`config.mk`:
```
export PLATFORM = sky130hd
export DESIGN_NAME = shot_exchange_ctl
export DESIGN_NICKNAME = d
export VERILOG_FILES = /design/src/rtl/shot_exchange_ctl.sv
export SDC_FILE = /design/constraint.sdc
export NUM_CORES = 1
export LEC_CHECK = 0
export ABC_AREA = 0
export ABC_CLOCK_PERIOD_IN_PS = 5710
export BUFFER_PORTS_ARGS = -buffer_cell sky130_fd_sc_hd__buf_2
export CAP_MARGIN = 0
export CORE_ASPECT_RATIO = 0.5
export CORE_MARGIN = 2
export CORE_UTILIZATION = 25
export CTS_CLUSTER_DIAMETER = 120
export DETAILED_ROUTE_END_ITERATION = 6
export GPL_ROUTABILITY_DRIVEN = 0
export PLACE_DENSITY = 0.38
export SLEW_MARGIN = 20
export SYNTH_ARGS = -nofsm -noshare
export SYNTH_HDL_FRONTEND = slang
export SYNTH_SLANG_ARGS = --single-unit
export TNS_END_PERCENT = 50
```
`constraint.sdc`:
```
create_clock -name clk -period 5.71 [get_ports clk]
set_input_delay 0.8565 -clock clk [delete_from_list [all_inputs] [get_ports clk]]
set_output_delay 0.8565 -clock clk [all_outputs]
set_load 0.02 [all_outputs]
```
`src/rtl/shot_exchange_ctl.sv`:
```
// rtl/shot_exchange_ctl.sv - two-board shot exchange sequencer (turns, shot/answer framing, win/lose)
// Optional build macro SHOT_RETRY_EN: resend the last shot on answer timeout, up to MAX_RETRY times.
module shot_exchange_ctl #(
`ifdef SHOT_RETRY_EN
  parameter int MAX_RETRY      = 3,
`endif
  parameter int TIMEOUT_CYCLES = 65_000_000,
  parameter int HIT_TOTAL      = 20
) (
  input  logic       clk,
  input  logic       rst,
  input  logic       fleet_ready,
  input  logic       first_player,
  input  logic       shot_valid,
  input  logic [7:0] shot_pos,
  output logic       shot_ready,
  output logic       bad_shot,
  output logic       tx_valid,
  input  logic       tx_ready,
  output logic [7:0] tx_data,
  input  logic       rx_valid,
  input  logic [7:0] rx_data,
  output logic       opp_shot_valid,
  output logic [7:0] opp_shot_pos,
  input  logic       own_hit_valid,
  input  logic       own_hit,
  output logic       ans_valid,
  output logic       ans_hit,
  output logic       my_turn,
  output logic       win,
  output logic       lose,
  output logic       link_err
);

  localparam int TW = $clog2(TIMEOUT_CYCLES);
  localparam logic [TW-1:0] T_LAST = TW'(TIMEOUT_CYCLES - 1);
  localparam logic [4:0] HT = 5'(HIT_TOTAL);
  localparam logic [7:0] F_READY = 8'h01;
  localparam logic [7:0] F_MISS  = 8'h02;
  localparam logic [7:0] F_HIT   = 8'h03;
  localparam logic [7:0] F_LOST  = 8'h04;

  typedef enum logic [3:0] {
    S_IDLE, S_SYNC, S_MY, S_SEND_SHOT, S_WAIT, S_PEER, S_LOOKUP, S_SEND_ANS, S_OVER
  } state_t;

  state_t          state_q, state_d, rx_state;
  logic            tx_valid_q, tx_valid_d;
  logic [7:0]      tx_data_q, tx_data_d;
  logic            ready_sent_q, ready_sent_d;
  logic            peer_rdy_q, peer_rdy_d;
  logic [TW-1:0]   timer_q, timer_d;
  logic [4:0]      hits_taken_q, hits_taken_d;
  logic [4:0]      hits_given_q, hits_given_d;
  logic [7:0]      opp_pos_q, opp_pos_d;
  logic            ans_valid_q, ans_valid_d;
  logic            ans_hit_q, ans_hit_d;
  logic            bad_shot_q, bad_shot_d;
  logic            win_q, win_d;
  logic            lose_q, lose_d;
  logic            link_err_q, link_err_d;
`ifdef SHOT_RETRY_EN
  localparam int RW = $clog2(MAX_RETRY + 1);
  localparam logic [RW-1:0] R_MAX = RW'(MAX_RETRY);
  logic [RW-1:0]   retry_cnt_q, retry_cnt_d;
`endif

  logic       tx_fire;
  logic       shot_ok;
  logic [6:0] shot_idx;
  logic [6:0] rx_idx;
  logic       rx_is_shot;
  logic       rx_is_answer;
  logic [3:0] rx_row;
  logic [3:0] rx_col;

  assign tx_fire      = tx_valid_q & tx_ready;
  assign shot_ok      = (shot_pos[7:4] <= 4'd9) && (shot_pos[3:0] <= 4'd9);
  assign shot_idx     = {3'b000, shot_pos[7:4]} * 7'd10 + {3'b000, shot_pos[3:0]};
  assign rx_idx       = rx_data[6:0];
  assign rx_is_shot   = rx_valid & rx_data[7] & (rx_idx <= 7'd99);
  assign rx_is_answer = rx_valid & ((rx_data == F_HIT) || (rx_data == F_MISS) || (rx_data == F_LOST));
  assign rx_row       = 4'(rx_idx / 7'd10);
  assign rx_col       = 4'(rx_idx % 7'd10);

  always_comb begin
    state_d      = state_q;
    rx_state     = state_q;
    tx_valid_d   = tx_valid_q & ~tx_ready;
    tx_data_d    = tx_data_q;
    ready_sent_d = ready_sent_q;
    peer_rdy_d   = peer_rdy_q;
    timer_d      = timer_q;
    hits_taken_d = hits_taken_q;
    hits_given_d = hits_given_q;
    opp_pos_d    = opp_pos_q;
    ans_valid_d  = 1'b0;
    ans_hit_d    = ans_hit_q;
    bad_shot_d   = 1'b0;
    win_d        = win_q;
    lose_d       = lose_q;
    link_err_d   = link_err_q;
`ifdef SHOT_RETRY_EN
    retry_cnt_d  = retry_cnt_q;
`endif

    if (rx_valid && (rx_data == F_READY) && (state_q != S_OVER))
      peer_rdy_d = 1'b1;

    case (state_q)
      S_IDLE: if (fleet_ready) state_d = S_SYNC;
      S_SYNC: begin
        if (!ready_sent_q) begin
          tx_valid_d   = 1'b1;
          tx_data_d    = F_READY;
          ready_sent_d = 1'b1;
        end else if (!tx_valid_q && peer_rdy_q) begin
          state_d = first_player ? S_MY : S_PEER;
        end
      end
      S_MY: begin
        if (shot_valid) begin
          if (shot_ok) begin
            tx_valid_d = 1'b1;
            tx_data_d  = {1'b1, shot_idx};
            state_d    = S_SEND_SHOT;
          end else begin
            bad_shot_d = 1'b1;
          end
        end
      end
      S_SEND_SHOT: begin
        if (tx_fire) begin
          state_d  = S_WAIT;
          rx_state = S_WAIT;
          timer_d  = '0;
        end
      end
      S_WAIT: begin
        if (timer_q == T_LAST) begin
`ifdef SHOT_RETRY_EN
          // tx_data_q still holds the last shot frame, so a resend only re-raises valid
          if (retry_cnt_q == R_MAX) begin
            link_err_d = 1'b1;
            state_d    = S_OVER;
          end else begin
            retry_cnt_d = retry_cnt_q + 1'b1;
            tx_valid_d  = 1'b1;
            state_d     = S_SEND_SHOT;
          end
`else
          link_err_d = 1'b1;
          state_d    = S_OVER;
`endif
        end else begin
          timer_d = timer_q + 1'b1;
        end
      end
      S_PEER: ;
      S_LOOKUP: begin
        if (own_hit_valid) begin
          if (own_hit && (hits_taken_q != HT))
            hits_taken_d = hits_taken_q + 5'd1;
          tx_valid_d = 1'b1;
          tx_data_d  = (hits_taken_d == HT) ? F_LOST : (own_hit ? F_HIT : F_MISS);
          state_d    = S_SEND_ANS;
        end
      end
      S_SEND_ANS: begin
        if (tx_fire) begin
          if (tx_data_q == F_LOST) begin
            lose_d  = 1'b1;
            state_d = S_OVER;
          end else if (tx_data_q == F_HIT) begin
            state_d  = S_PEER;
            rx_state = S_PEER;
          end else begin
            state_d = S_MY;
          end
        end
      end
      S_OVER: tx_valid_d = 1'b0;
      default: state_d = S_IDLE;
    endcase

    // rx is evaluated against the post-handshake state so a byte landing on the tx handshake cycle is kept
    if (rx_state == S_WAIT && rx_is_answer) begin
      timer_d    = '0;
      tx_valid_d = 1'b0;
      link_err_d = link_err_q;
`ifdef SHOT_RETRY_EN
      retry_cnt_d = '0;
`endif
      if (rx_data == F_HIT) begin
        ans_valid_d = 1'b1;
        ans_hit_d   = 1'b1;
        if (hits_given_q != HT) hits_given_d = hits_given_q + 5'd1;
        state_d     = S_MY;
      end else if (rx_data == F_MISS) begin
        ans_valid_d = 1'b1;
        ans_hit_d   = 1'b0;
        state_d     = S_PEER;
      end else begin
        win_d   = 1'b1;
        state_d = S_OVER;
      end
    end
    if (rx_state == S_PEER && rx_is_shot) begin
      opp_pos_d = {rx_row, rx_col};
      state_d   = S_LOOKUP;
    end
  end

  always_ff @(posedge clk) begin
    if (rst) begin
      state_q      <= S_IDLE;
      tx_valid_q   <= 1'b0;
      tx_data_q    <= '0;
      ready_sent_q <= 1'b0;
      peer_rdy_q   <= 1'b0;
      timer_q      <= '0;
      hits_taken_q <= '0;
      hits_given_q <= '0;
      opp_pos_q    <= '0;
      ans_valid_q  <= 1'b0;
      ans_hit_q    <= 1'b0;
      bad_shot_q   <= 1'b0;
      win_q        <= 1'b0;
      lose_q       <= 1'b0;
      link_err_q   <= 1'b0;
`ifdef SHOT_RETRY_EN
      retry_cnt_q  <= '0;
`endif
    end else begin
      state_q      <= state_d;
      tx_valid_q   <= tx_valid_d;
      tx_data_q    <= tx_data_d;
      ready_sent_q <= ready_sent_d;
      peer_rdy_q   <= peer_rdy_d;
      timer_q      <= timer_d;
      hits_taken_q <= hits_taken_d;
      hits_given_q <= hits_given_d;
      opp_pos_q    <= opp_pos_d;
      ans_valid_q  <= ans_valid_d;
      ans_hit_q    <= ans_hit_d;
      bad_shot_q   <= bad_shot_d;
      win_q        <= win_d;
      lose_q       <= lose_d;
      link_err_q   <= link_err_d;
`ifdef SHOT_RETRY_EN
      retry_cnt_q  <= retry_cnt_d;
`endif
    end
  end

  assign shot_ready     = (state_q == S_MY);
  assign my_turn        = (state_q == S_MY) || (state_q == S_SEND_SHOT) || (state_q == S_WAIT);
  assign opp_shot_valid = (state_q == S_LOOKUP);
  assign opp_shot_pos   = opp_pos_q;
  assign tx_valid       = tx_valid_q;
  assign tx_data        = tx_data_q;
  assign ans_valid      = ans_valid_q;
  assign ans_hit        = ans_hit_q;
  assign bad_shot       = bad_shot_q;
  assign win            = win_q;
  assign lose           = lose_q;
  assign link_err       = link_err_q;

endmodule

```
* Yosys cells after proc, flatten, opt, wreduce, memory -nomap -nowiden
Cells that the tools add are included.
Word-level totals: bits in registers 60, output and inout port bits 26, word-level logic and storage cells 153
Operators by class: $add $sub $neg 3, multiply operators 1, div/mod/pow operators 2, $lt $le $gt $ge 3, equality and inequality tests 44, muxes and demuxes 44, bitwise operators 11, reductions and logical operators 30
Operators by type and width (number):
- 4-bit 2-to-1 mux | 16
- 26-bit 2-to-1 mux | 2
- 26-bit case mux with 2 select lines | 1
- 8-bit 2-to-1 mux | 4
- 4-bit case mux with 8 select lines | 1
- 26-bit by 1-bit adder with 26-bit output, second input constant | 1
- 26-bit equality test, second input constant | 1
- 4-bit by 3-bit equality test with 1-bit output, second input constant | 6
- 8-bit by 2-bit equality test with 1-bit output, second input constant | 3
- 4-bit inequality test, second input constant | 6
- 8-bit case mux with 3 select lines | 1
- 9-bit AND reduction | 2
- 8-bit by 3-bit equality test with 1-bit output, second input constant | 2
- 5-bit 2-to-1 mux | 3
- 3-bit inequality test, second input constant | 5
- 3-bit 2-to-1 mux | 4
- 3-bit AND reduction | 4
- 1-bit 2-to-1 mux | 10
- 3-bit by 1-bit inequality test with 1-bit output, second input constant | 3
- 4-bit by 2-bit equality test with 1-bit output, second input constant | 2
- 8-bit by 1-bit equality test with 1-bit output, second input constant | 1
- 4-bit less-or-equal comparator, second input constant | 2
- 2-bit inequality test, second input constant | 4
- 4-bit by 1-bit inequality test with 1-bit output, second input constant | 2
- other kinds (27) | 52

* Depth between registers and ports, before layout
Gate-level depths: netlist (run 1).
depth in word-level cells 9, mapped depth 14

* Worst setup path before layout (run 1)
OpenSTA, ideal clock, no wires.
path kind input to register, start point input rx_data[3], end point register opp_pos_q[2] (netlist: opp_shot_pos[2]), data arrival time 3.109 ns, slack 2.482 ns, stages on the path 13, buffers on the path 2, cells stage by stage clkbuf_2 > and2b_1 > o32ai_1 > or2_0 > buf_2 > a21oi_1 > nor2_1 > a31oi_1 > ha_1 > or3_1 > a21boi_1 > nor3_1 > a211o_1
On the way: longest elaborated chain between the ends 3, elaborated cells between the ends (all ways) 4
RTL lines:
- from (decl) | line 22 | input logic [7:0] rx_data,
- parallel branches: the longest is 3 deep, another holds 7-bit by 4-bit remainder unit with 7-bit output
- to (signal assigned) | line 243 | opp_pos_q <= opp_pos_d;
- to (decl) | line 55 | logic [7:0] opp_pos_q, opp_pos_d;
Several ways; the timed one is not identified. A chain may end at the register's enable or synchronous reset.

* Worst setup path after layout (run 1)
Same ends and word-level chain as after synthesis.

==> impl_metrics.json, run 1 <==
{
  "status": "finished, final reports clean",
  "timing.fmax_mhz": 310,
  "end_kind": "flop",
  "arrival_ps": 3450,
  "cp_top_family": "simple AND/OR/NAND/NOR gates",
  "post-cts-setup-buffers": 0,
  "p_switching_mw": 0.503,
  "cts_buffer_depth": 2,
  "die_w_um": 179,
  "ys_seq_elements": 60,
  "worstPathMaxFanout": 10,
  "worst-path-buf-inv": 1,
  "totalWireLength_mm": 10.7,
  "nets": 535,
  "tritoncts.num_buffers": 9,
  "dp_slack_ps": 2140,
  "p_clk_frac": 0.377,
  "fin_ws_ps": 2480,
  "coreArea_mm2": 0.0147,
  "rsz0062_at_grt": "no",
  "synth_top_area_share": 0.314,
  "post-route-cell-area_mm2": 0.00447,
  "rows": 31,
  "syn_inst": 467,
  "grtUsageTotal": 0.137,
  "grt_pass1_vias": 3408,
  "drv_slew": 0,
  "vdd_drop_max_mv": 0.140,
  "place_area_mm2": 0.00418,
  "synthMostInstantiatedCell": "nor2_1",
  "powerDensity_mw_per_mm2": 321,
  "cts_tree": "yes",
  "wl_per_cell_um": 15.2,
  "postRouteAntennaNets": 0,
  "synth.distinct_cells": 79,
  "vias": 3489,
  "fin_skew_ps": 11.3,
  "drive_gt1_frac": 0.169,
  "critPathLaunchType": "primary input",
  "seqPwrFrac": 0.359,
  "synth_top_flop_cell": "dfxtp_1",
  "hpwlAfterDp_mm": 7.45,
  "root_buffer": "clkbuf_16",
  "grt_pass1_wl_mm": 17.8,
  "cpMaxStageDelayCell": "or3_1",
  "syn_to_final_growth_pct": 16.9,
  "p_comb_frac": 0.264,
  "worstSetupPathType": "primary input to flop",
  "start_util": 0.260,
  "async_flop_share": 0,
  "fin_crit_ps": 3230,
  "relSlewSlack": 0.411,
  "total_power_mw": 1.43,
  "io_pins": 51,
  "portBuffers": 50,
  "grt_max_degree": 41,
  "tns_ps": 0,
  "p_leak_nw": 1.60,
  "hold_path_class": "flop to flop",
  "drt-vias-per-instance": 4.98,
  "ys_seq_area_frac": 0.314,
  "antenna_found_initial": 0,
  "yosysWarnings": 0,
  "syn_area_mm2": 0.00382,
  "die_y_um": 91.4,
  "synth_edf_count": 0,
  "synthTopCellsByArea": "dfxtp_1, nor2_1, xnor2_1",
  "clk_latency_ps": 340,
  "clock-sinks": 60,
  "p_int_mw": 0.929,
  "path_clk_slew_ps": 60,
  "path_cells": "buf_2 -> and2b_1 -> o32ai_1 -> or2_0 -> a21oi_1 -> nor2_1 -> a31oi_1 -> ha_1 -> or3_1 -> a21boi_1 -> nor3_1 -> a211o_1",
  "grt-ovfl-total": 0,
  "p_sw_frac": 0.351,
  "synth_area_per_cell_um2": 8.18,
  "drt_pass1_iterations": 4,
  "ctsHoldBuffers": 0,
  "drc": 0,
  "synthTopCellsByCount": "nor2_1, dfxtp_1, a21oi_1",
  "syn_nets": 504,
  "drt_first_iter_violations": 161,
  "setup_viol": 0,
  "hold_viol": 0,
  "cap_violations": 0,
  "die-area_mm2": 0.0163,
  "required_ps": 5930,
  "cts.repair.resized": 0,
  "min_period_over_period": 0.565,
  "max_stage_delay_ps": 380,
  "worst_slew_pin_slew_ps": 884,
  "n_antenna_cell": 0,
  "yosys.area.top_type": "dfxtp_1",
  "h-tree-depth": 3
}
power by group through the flow:
stage | registers (mW) | clock network (mW) | logic [mW]
2_1_floorplan | 0.503 | 0 | 0.294
3_3_place_gp | 0.524 | 0 | 0.381
3_5_place_dp | 0.524 | 0 | 0.379
4_1_cts | 0.516 | 0.558 | 0.381
5_1_grt | 0.524 | 0.574 | 0.418
6_report | 0.515 | 0.539 | 0.378
area by class of cell:
type                            instances  area [um^2]
Inverter                               14         52.6
Timing Repair Buffer                   51          258
Clock inverter                          5         52.6
Tap cell                              198          248
Sequential cell                        60         1200
Clock buffer                           11          233
Multi-Input combinational cell        362         2420
Fill cell                            1583        10200
per-layer routing:
metal | GRT usage | wire, um | up-vias
li1 | - | - | 1767
met1 | 0.189 | 5510 | 1656
met2 | 0.207 | 4610 | 53
met3 | 0.0410 | 425 | 13
met4 | 0.0325 | 115 | 0
met5 | 0 | 0 | -
worst paths after layout:
check | slack, ps | startpoint | to | depth (start not counted)
max | 2480 | rx_data[3] | opp_shot_pos[2]$_SDFFE_PP0P_ | 12
min | 460 | ans_hit$_SDFFE_PP0P_ | ans_hit$_SDFFE_PP0P_ | 2
max reg2reg | 2900 | state_q[1]$_SDFFE_PP0P_ | timer_q[14]$_SDFFE_PP0P_ | 5
min reg2reg | 460 | ans_hit$_SDFFE_PP0P_ | ans_hit$_SDFFE_PP0P_ | 2
cell families after synthesis:
group	synth area share
compound gates	0.208
xor+xnor	0.0802
fa+ha+maj	0.0432
buf+inv	0.0517
flops	0.314
mux	0.00524
simple gates	0.297
state kept, by name (all words and copies together), names as in the netlist, 4 cells and up:
signal        cells
timer_q          26
hits_taken_q      5
state_q           4
tx_data           8
opp_shot_pos      8
cell usage in the layout (no fill, tap or decap), types with 3 or more instances in the layout:
| cell | Yosys | routed |
|---|---|---|
| xor2_1 | 11 | 11 |
| nand4b_1 | 4 | 4 |
| dfxtp_1 | 60 | 60 |
| nand2b_1 | 9 | 9 |
| a31oi_1 | 5 | 5 |
| o2111ai_1 | 3 | 3 |
| nor2_1 | 64 | 64 |
| nand2_1 | 28 | 28 |
| clkbuf_16 | 0 | 9 |
| inv_1 | 13 | 13 |
| or4_1 | 3 | 3 |
| and4_1 | 3 | 3 |
| ha_1 | 10 | 10 |
| and2_1 | 4 | 4 |
| nand4_1 | 15 | 15 |
| nor3b_1 | 6 | 6 |
| nand3b_1 | 6 | 6 |
| xnor2_1 | 24 | 24 |
| buf_2 | 13 | 50 |
| a21oi_1 | 32 | 32 |
| a2111oi_2 | 6 | 6 |
| and3_1 | 8 | 8 |
| nor3_1 | 11 | 11 |
| a211oi_1 | 14 | 14 |
| nor2b_1 | 5 | 5 |
| o211ai_1 | 3 | 3 |
| o21ai_0 | 11 | 11 |
| clkinv_2 | 0 | 3 |
| nand3_1 | 16 | 16 |
through the flow:
stage / instances / hold slack, ps / utilization
6_report: 701 / 461 / 0.304
5_1_grt: 701 / 486 / 0.304
4_1_cts: 701 / 466 / 0.304
3_5_place_dp: 685 / 456 / 0.284
3_3_place_gp: 685 / 447 / 0.284
2_1_floorplan: 467 / 432 / -
worst min-delay path, cell delays in order (launching register included):
cell	delay, ps
dfxtp_1	310
nand2_1	50
a21oi_1	50
Note: power is estimated with default switching activity, not from simulation.
==> inputs of run 2 (changes only) <==
--- a/config.mk
+++ b/config.mk
@@ -5,8 +5,8 @@
 export SDC_FILE = /design/constraint.sdc
 export NUM_CORES = 1
 export LEC_CHECK = 0
-export ABC_AREA = 0
-export ABC_CLOCK_PERIOD_IN_PS = 5710
+export ABC_AREA = 1
+export ABC_CLOCK_PERIOD_IN_PS = 3100
 export BUFFER_PORTS_ARGS = -buffer_cell sky130_fd_sc_hd__buf_2
 export CAP_MARGIN = 0
 export CORE_ASPECT_RATIO = 0.5
==> constraint.sdc (replaced) <==
create_clock -name clk -period 3.1 [get_ports clk]
set_input_delay 0.465 -clock clk [delete_from_list [all_inputs] [get_ports clk]]
set_output_delay 0.465 -clock clk [all_outputs]
set_load 0.02 [all_outputs]
==> run 2 against run 1 <==
Effect of this change:
- critical path type is now flop to flop
- synthesized area down 1.1%
- wire length up 1.0%
- total power grew 75%
==> impl_metrics.json, run 2 <==
{
  "status": "finished, final reports clean",
  "root_buffer": "clkbuf_16",
  "yosysWarnings": 0,
  "synthTopCellsByCount": "nand2_1, inv_1, nor2_1",
  "top_register": "timer_q",
  "worstPathMaxFanout": 12,
  "timing.fmax_mhz": 441,
  "syn_area_mm2": 0.00378,
  "grt_pass1_wl_mm": 18.0,
  "relSlewSlack": 0.683,
  "end_kind": "flop",
  "mostFrequentLayoutCell": "nand2_1",
  "worstSetupPathType": "flop to flop",
  "max_stage_delay_ps": 350,
  "arrival_ps": 2500,
  "synth_edf_count": 0,
  "fin_crit_ps": 2270,
  "path_clk_slew_ps": 50,
  "largest_reg_flops": 26,
  "cap_violations": 0,
  "worst-path-buf-inv": 2,
  "grt_max_degree": 16,
  "drt-vias-per-instance": 4.46,
  "syn_nets": 610,
  "min_period_over_period": 0.731,
  "synth_top_flop_cell": "dfxtp_1",
  "hold_path_class": "primary input to flop",
  "regArea_mm2": 0.00120,
  "portBuffers": 50,
  "grtUsageTotal": 0.141,
  "die_w_um": 178,
  "timing.rr.start": "timer_q[0]$_SDFFE_PP0P_",
  "ctsHoldBuffers": 0,
  "clock-sinks": 60,
  "rows": 31,
  "post-cts-setup-buffers": 0,
  "postRouteAntennaNets": 0,
  "worst_slew_pin_slew_ps": 472,
  "clk_latency_ps": 330,
  "die-area_mm2": 0.0162,
  "fill_cells": 1616,
  "required_ps": 3330,
  "tritoncts.num_buffers": 9,
  "antenna_found_initial": 0,
  "startpoint": "timer_q[0]$_SDFFE_PP0P_",
  "rsz0062_at_grt": "no",
  "p_leak_nw": 2.00,
  "multi_input_comb_area_mm2": 0.00218,
  "final_core_util": 0.308,
  "coreArea_mm2": 0.0146,
  "drc": 0,
  "vdd_drop_max_mv": 0.218,
  "total_power_mw": 2.51,
  "cts_tree": "yes",
  "syn_inst": 573,
  "drive_gt1_frac": 0.158,
  "grt_pass1_vias": 3550,
  "drt_first_iter_violations": 222,
  "layout_common_cells": "nand2_1, inv_1, nor2_1",
  "powerDensity_mw_per_mm2": 558,
  "tns_ps": 0,
  "setup_viol": 0,
  "drv_slew": 0,
  "async_flop_share": 0,
  "cts_buffer_depth": 2,
  "nets": 664,
  "min-delay-start": "shot_valid",
  "h-tree-depth": 3,
  "synth_area_per_cell_um2": 6.59,
  "cp_top_family": "simple AND/OR/NAND/NOR gates",
  "critPathLaunchType": "flop",
  "n_antenna_cell": 0,
  "hold_viol": 0,
  "die_y_um": 90.9,
  "synthTopCellsByArea": "dfxtp_1, nand2_1, inv_1",
  "vias": 3695,
  "wl_per_cell_um": 13.0,
  "start_util": 0.258,
  "grt-ovfl-total": 0,
  "ys_seq_elements": 60,
  "cts.repair.resized": 0,
  "syn_to_final_growth_pct": 19.1,
  "synthMostInstantiatedCell": "nand2_1",
  "hpwlAfterDp_mm": 8.37,
  "synth_top_area_share": 0.318,
  "drt_pass1_iterations": 4,
  "cpMaxStageDelayCell": "dfxtp_1",
  "ys_seq_area_frac": 0.318,
  "yosys.area.top_type": "dfxtp_1",
  "io_pins": 51,
  "synth.distinct_cells": 43,
  "totalWireLength_mm": 10.8,
  "fin_skew_ps": 7.87,
  "path_cells": "ha_1 -> inv_1 -> nor2_1 -> nand2_1 -> nor3_1 -> nand4_1 -> nand2_1 -> nand2_2 -> nand3_1 -> nor2_1 -> or2_2 -> nand3_1 -> inv_1"
}
run 2: cell count changes after synthesis, sizes merged, moves of 12 or more:
cell,before,now
nand2,28,133
nand3,18,45
o21ai,11,33
inv,14,86
a211oi,14,2
xnor2,24,5
run 2: cells by family after synthesis:
logic type	synth area share
DFF	0.318
xor gates and xnor gates	0.0417
and+or+nand+nor	0.356
adders and majority gates	0.0437
AOI/OAI and AO/OA	0.135
buffers and inverters	0.105
run 2: metrics by stage:
stage                     cells  hold WS [ps]  setup WS (ps)  area [um^2]
final                       829           380            833         4500
after global routing        829           373            594         4500
after CTS                   829           368            837         4500
after detailed placement    814           434            647         4230
after global placement      814           435            602         4230
after floorplan             573           437           1070         3780
run 2: final timing paths:
path                            cells after the start  slack, ps                      endpoint
worst min-delay path                                3        380           bad_shot$_SDFF_PP0_
worst min register to register                      2        450  opp_shot_pos[1]$_SDFFE_PP0P_
worst max-delay path                               13        830       timer_q[4]$_SDFFE_PP0P_
worst max register to register                     13        830       timer_q[4]$_SDFFE_PP0P_
run 2: worst register-to-register path: stages, from the launching register on:
cell,delay (ps)
dfxtp_1,350
ha_1,190
inv_1,60
nor2_1,150
nand2_1,90
nor3_1,210
nand4_1,150
nand2_1,160
nand2_2,200
nand3_1,170
nor2_1,80
or2_2,270
nand3_1,70
inv_1,40
run 2: layer usage:
metal | vias to the layer above | track usage | share of wire
met5 | - | 0 | 0
met4 | 0 | 0.0348 | 0.0094
met3 | 6 | 0.0360 | 0.033
li1 | 1983 | - | -
met1 | 1650 | 0.200 | 0.54
met2 | 56 | 0.212 | 0.41
run 2: layout make-up:
class | count | share of cell area
well taps | 198 | 0.0550
flip-flops and latches | 60 | 0.267
multi-input cells | 416 | 0.484
inverters | 87 | 0.0731
clock buffers | 13 | 0.0578
repair buffers | 53 | 0.0606
clock inverters | 2 | 0.00222
run 2: power by group:
part           internal, mW  total, mW  switching, mW  leakage [nW]
clock                 0.577      0.925          0.348         0.135
sequential            0.826      0.880         0.0542         0.485
combinational         0.225      0.707          0.482          1.38
total                  1.63       2.51          0.884          2.00
==> inputs of run 3 (changes only) <==
--- a/config.mk
+++ b/config.mk
@@ -5,8 +5,8 @@
 export SDC_FILE = /design/constraint.sdc
 export NUM_CORES = 1
 export LEC_CHECK = 0
-export ABC_AREA = 1
-export ABC_CLOCK_PERIOD_IN_PS = 3100
+export ABC_AREA = 0
+export ABC_CLOCK_PERIOD_IN_PS = 2200
 export BUFFER_PORTS_ARGS = -buffer_cell sky130_fd_sc_hd__buf_2
 export CAP_MARGIN = 0
 export CORE_ASPECT_RATIO = 0.5
==> constraint.sdc (replaced) <==
create_clock -name clk -period 2.2 [get_ports clk]
set_input_delay 0.33 -clock clk [delete_from_list [all_inputs] [get_ports clk]]
set_output_delay 0.33 -clock clk [all_outputs]
set_load 0.02 [all_outputs]
==> run 3 against run 2 <==
Effect of this change:
- design area up 16%
- flip-flop and latch count unchanged
- clock skew about the same
- sequential power up 44%
- count of clock-buffer cells in the layout down 1
- sequential share of layout area down 3.6 points
- non-clock buffer count up 71
- die area up 1.1%
==> impl_metrics.json, run 3 (synthesized netlist as in run 1, its figures left out) <==
{
  "drc": 0,
  "layout_common_cells": "buf_4, nor2_1, dfxtp_1",
  "nets": 608,
  "drive_gt1_frac": 0.309,
  "drv_slew": 0,
  "hold_viol": 0,
  "root_buffer": "clkbuf_16",
  "fin_ws_ps": 1.15,
  "die-area_mm2": 0.0163,
  "end_kind": "flop",
  "worstPathMaxFanout": 6,
  "timing.fmax_mhz": 455,
  "dp_slack_ps": -413,
  "tritoncts.num_buffers": 9,
  "required_ps": 2420,
  "fin_skew_ps": 8.01,
  "start_util": 0.260,
  "clk_latency_ps": 340,
  "hpwlAfterDp_mm": 8.23,
  "portBuffers": 50,
  "grt-ovfl-total": 0,
  "top_register": "timer_q",
  "cts_buffer_depth": 2,
  "timing.rr.start": "tx_data[6]$_SDFFE_PP0P_",
  "vias": 3718,
  "h-tree-depth": 3,
  "antenna_found_initial": 0,
  "relSlewSlack": 0.658,
  "worstSetupPathType": "primary input to flop",
  "critPathLaunchType": "primary input",
  "totalWireLength_mm": 11.1,
  "grtUsageTotal": 0.145,
  "cap_violations": 0,
  "drt_pass1_iterations": 4,
  "syn_to_final_growth_pct": 36.2,
  "grt_pass1_wl_mm": 18.7,
  "io_pins": 51,
  "n_antenna_cell": 0,
  "mostFrequentLayoutCell": "buf_4",
  "arrival_ps": 2420,
  "final_core_util": 0.354,
  "p_leak_nw": 2.01,
  "min-delay-start": "shot_valid",
  "die_y_um": 91.4,
  "fin_crit_ps": 2200,
  "rsz0062_at_grt": "yes",
  "grt_max_degree": 25,
  "drt_first_iter_violations": 160,
  "cts_tree": "yes",
  "die_w_um": 179,
  "wl_per_cell_um": 14.4,
  "total_power_mw": 4.08,
  "worst_slew_pin_slew_ps": 512,
  "path_clk_slew_ps": 60,
  "final_cells": 774,
  "status": "finished, final reports clean",
  "setup_viol": 0,
  "startpoint": "rx_data[3]",
  "clock-sinks": 60,
  "grt_pass1_vias": 3704,
  "powerDensity_mw_per_mm2": 784,
  "placed_cells": 755,
  "largest_reg_flops": 26,
  "min_period_over_period": 0.999,
  "postRouteAntennaNets": 0,
  "coreArea_mm2": 0.0147,
  "hold_path_class": "primary input to flop",
  "rows": 31,
  "tns_ps": 0,
  "vdd_drop_max_mv": 0.355,
  "drt-vias-per-instance": 4.80
}
## run 3: final cells by class
| type | count | area, um^2 |
|---|---|---|
| clock buffer | 12 | 256 |
| clock inverter | 4 | 47.5 |
| fill | 1565 | 9500 |
| inverter | 14 | 52.6 |
| multi-input combinational | 362 | 2530 |
| sequential | 60 | 1200 |
| tap | 198 | 248 |
| timing repair buffer | 124 | 867 |
## run 3: critical path, cell delays in order
cell	delay, ps
buf_8	100
buf_4	120
or4b_4	490
o211ai_2	100
a21oi_2	50
nor2_1	100
a31oi_1	50
ha_2	210
or3_4	340
a21boi_4	200
nor3_4	70
a211o_1	250
## run 3: final timing paths
path                                  endpoint  slack (ps)  cells after the start
setup / recovery  opp_shot_pos[2]$_SDFFE_PP0P_           1                     12
hold / removal             bad_shot$_SDFF_PP0_         270                      3
setup reg to reg       state_q[3]$_SDFFE_PP0P_         130                      7
hold reg to reg              lose$_SDFFE_PP0P_         470                      2
## run 3: what timing repair did
action                                  in CTS  in global routing
endpoints found under the setup margin       3                 34
pin swaps                                    2                 11
gates resized for setup                      2                 25
buffers inserted                             1                  2
hold buffers                                 0                  0
## run 3: per-layer routing
| metal | routed length, um | share of wire | GRT usage | vias to the layer above |
|---|---|---|---|---|
| met1 | 5880 | 0.53 | 0.203 | 1737 |
| met4 | 114 | 0.010 | 0.0366 | 0 |
| li1 | - | - | - | 1921 |
| met5 | 0 | 0 | 0 | - |
| met2 | 4750 | 0.43 | 0.218 | 49 |
| met3 | 368 | 0.033 | 0.0394 | 11 |
## run 3: through the flow
| stage | hold slack, ps | area [um^2] |
|---|---|---|
| finish | 268 | 5200 |
| global route | 290 | 5200 |
| CTS | 251 | 5080 |
| detailed placement | 460 | 4770 |
| global placement | 450 | 4770 |
| floorplan | 432 | 3860 |
## run 3: power by group
| group | internal [mW] | switching [mW] | leakage [nW] |
|---|---|---|---|
| Clock | 0.935 | 0.525 | 0.149 |
| Combinational | 0.609 | 0.738 | 1.38 |
| Sequential | 1.17 | 0.103 | 0.485 |
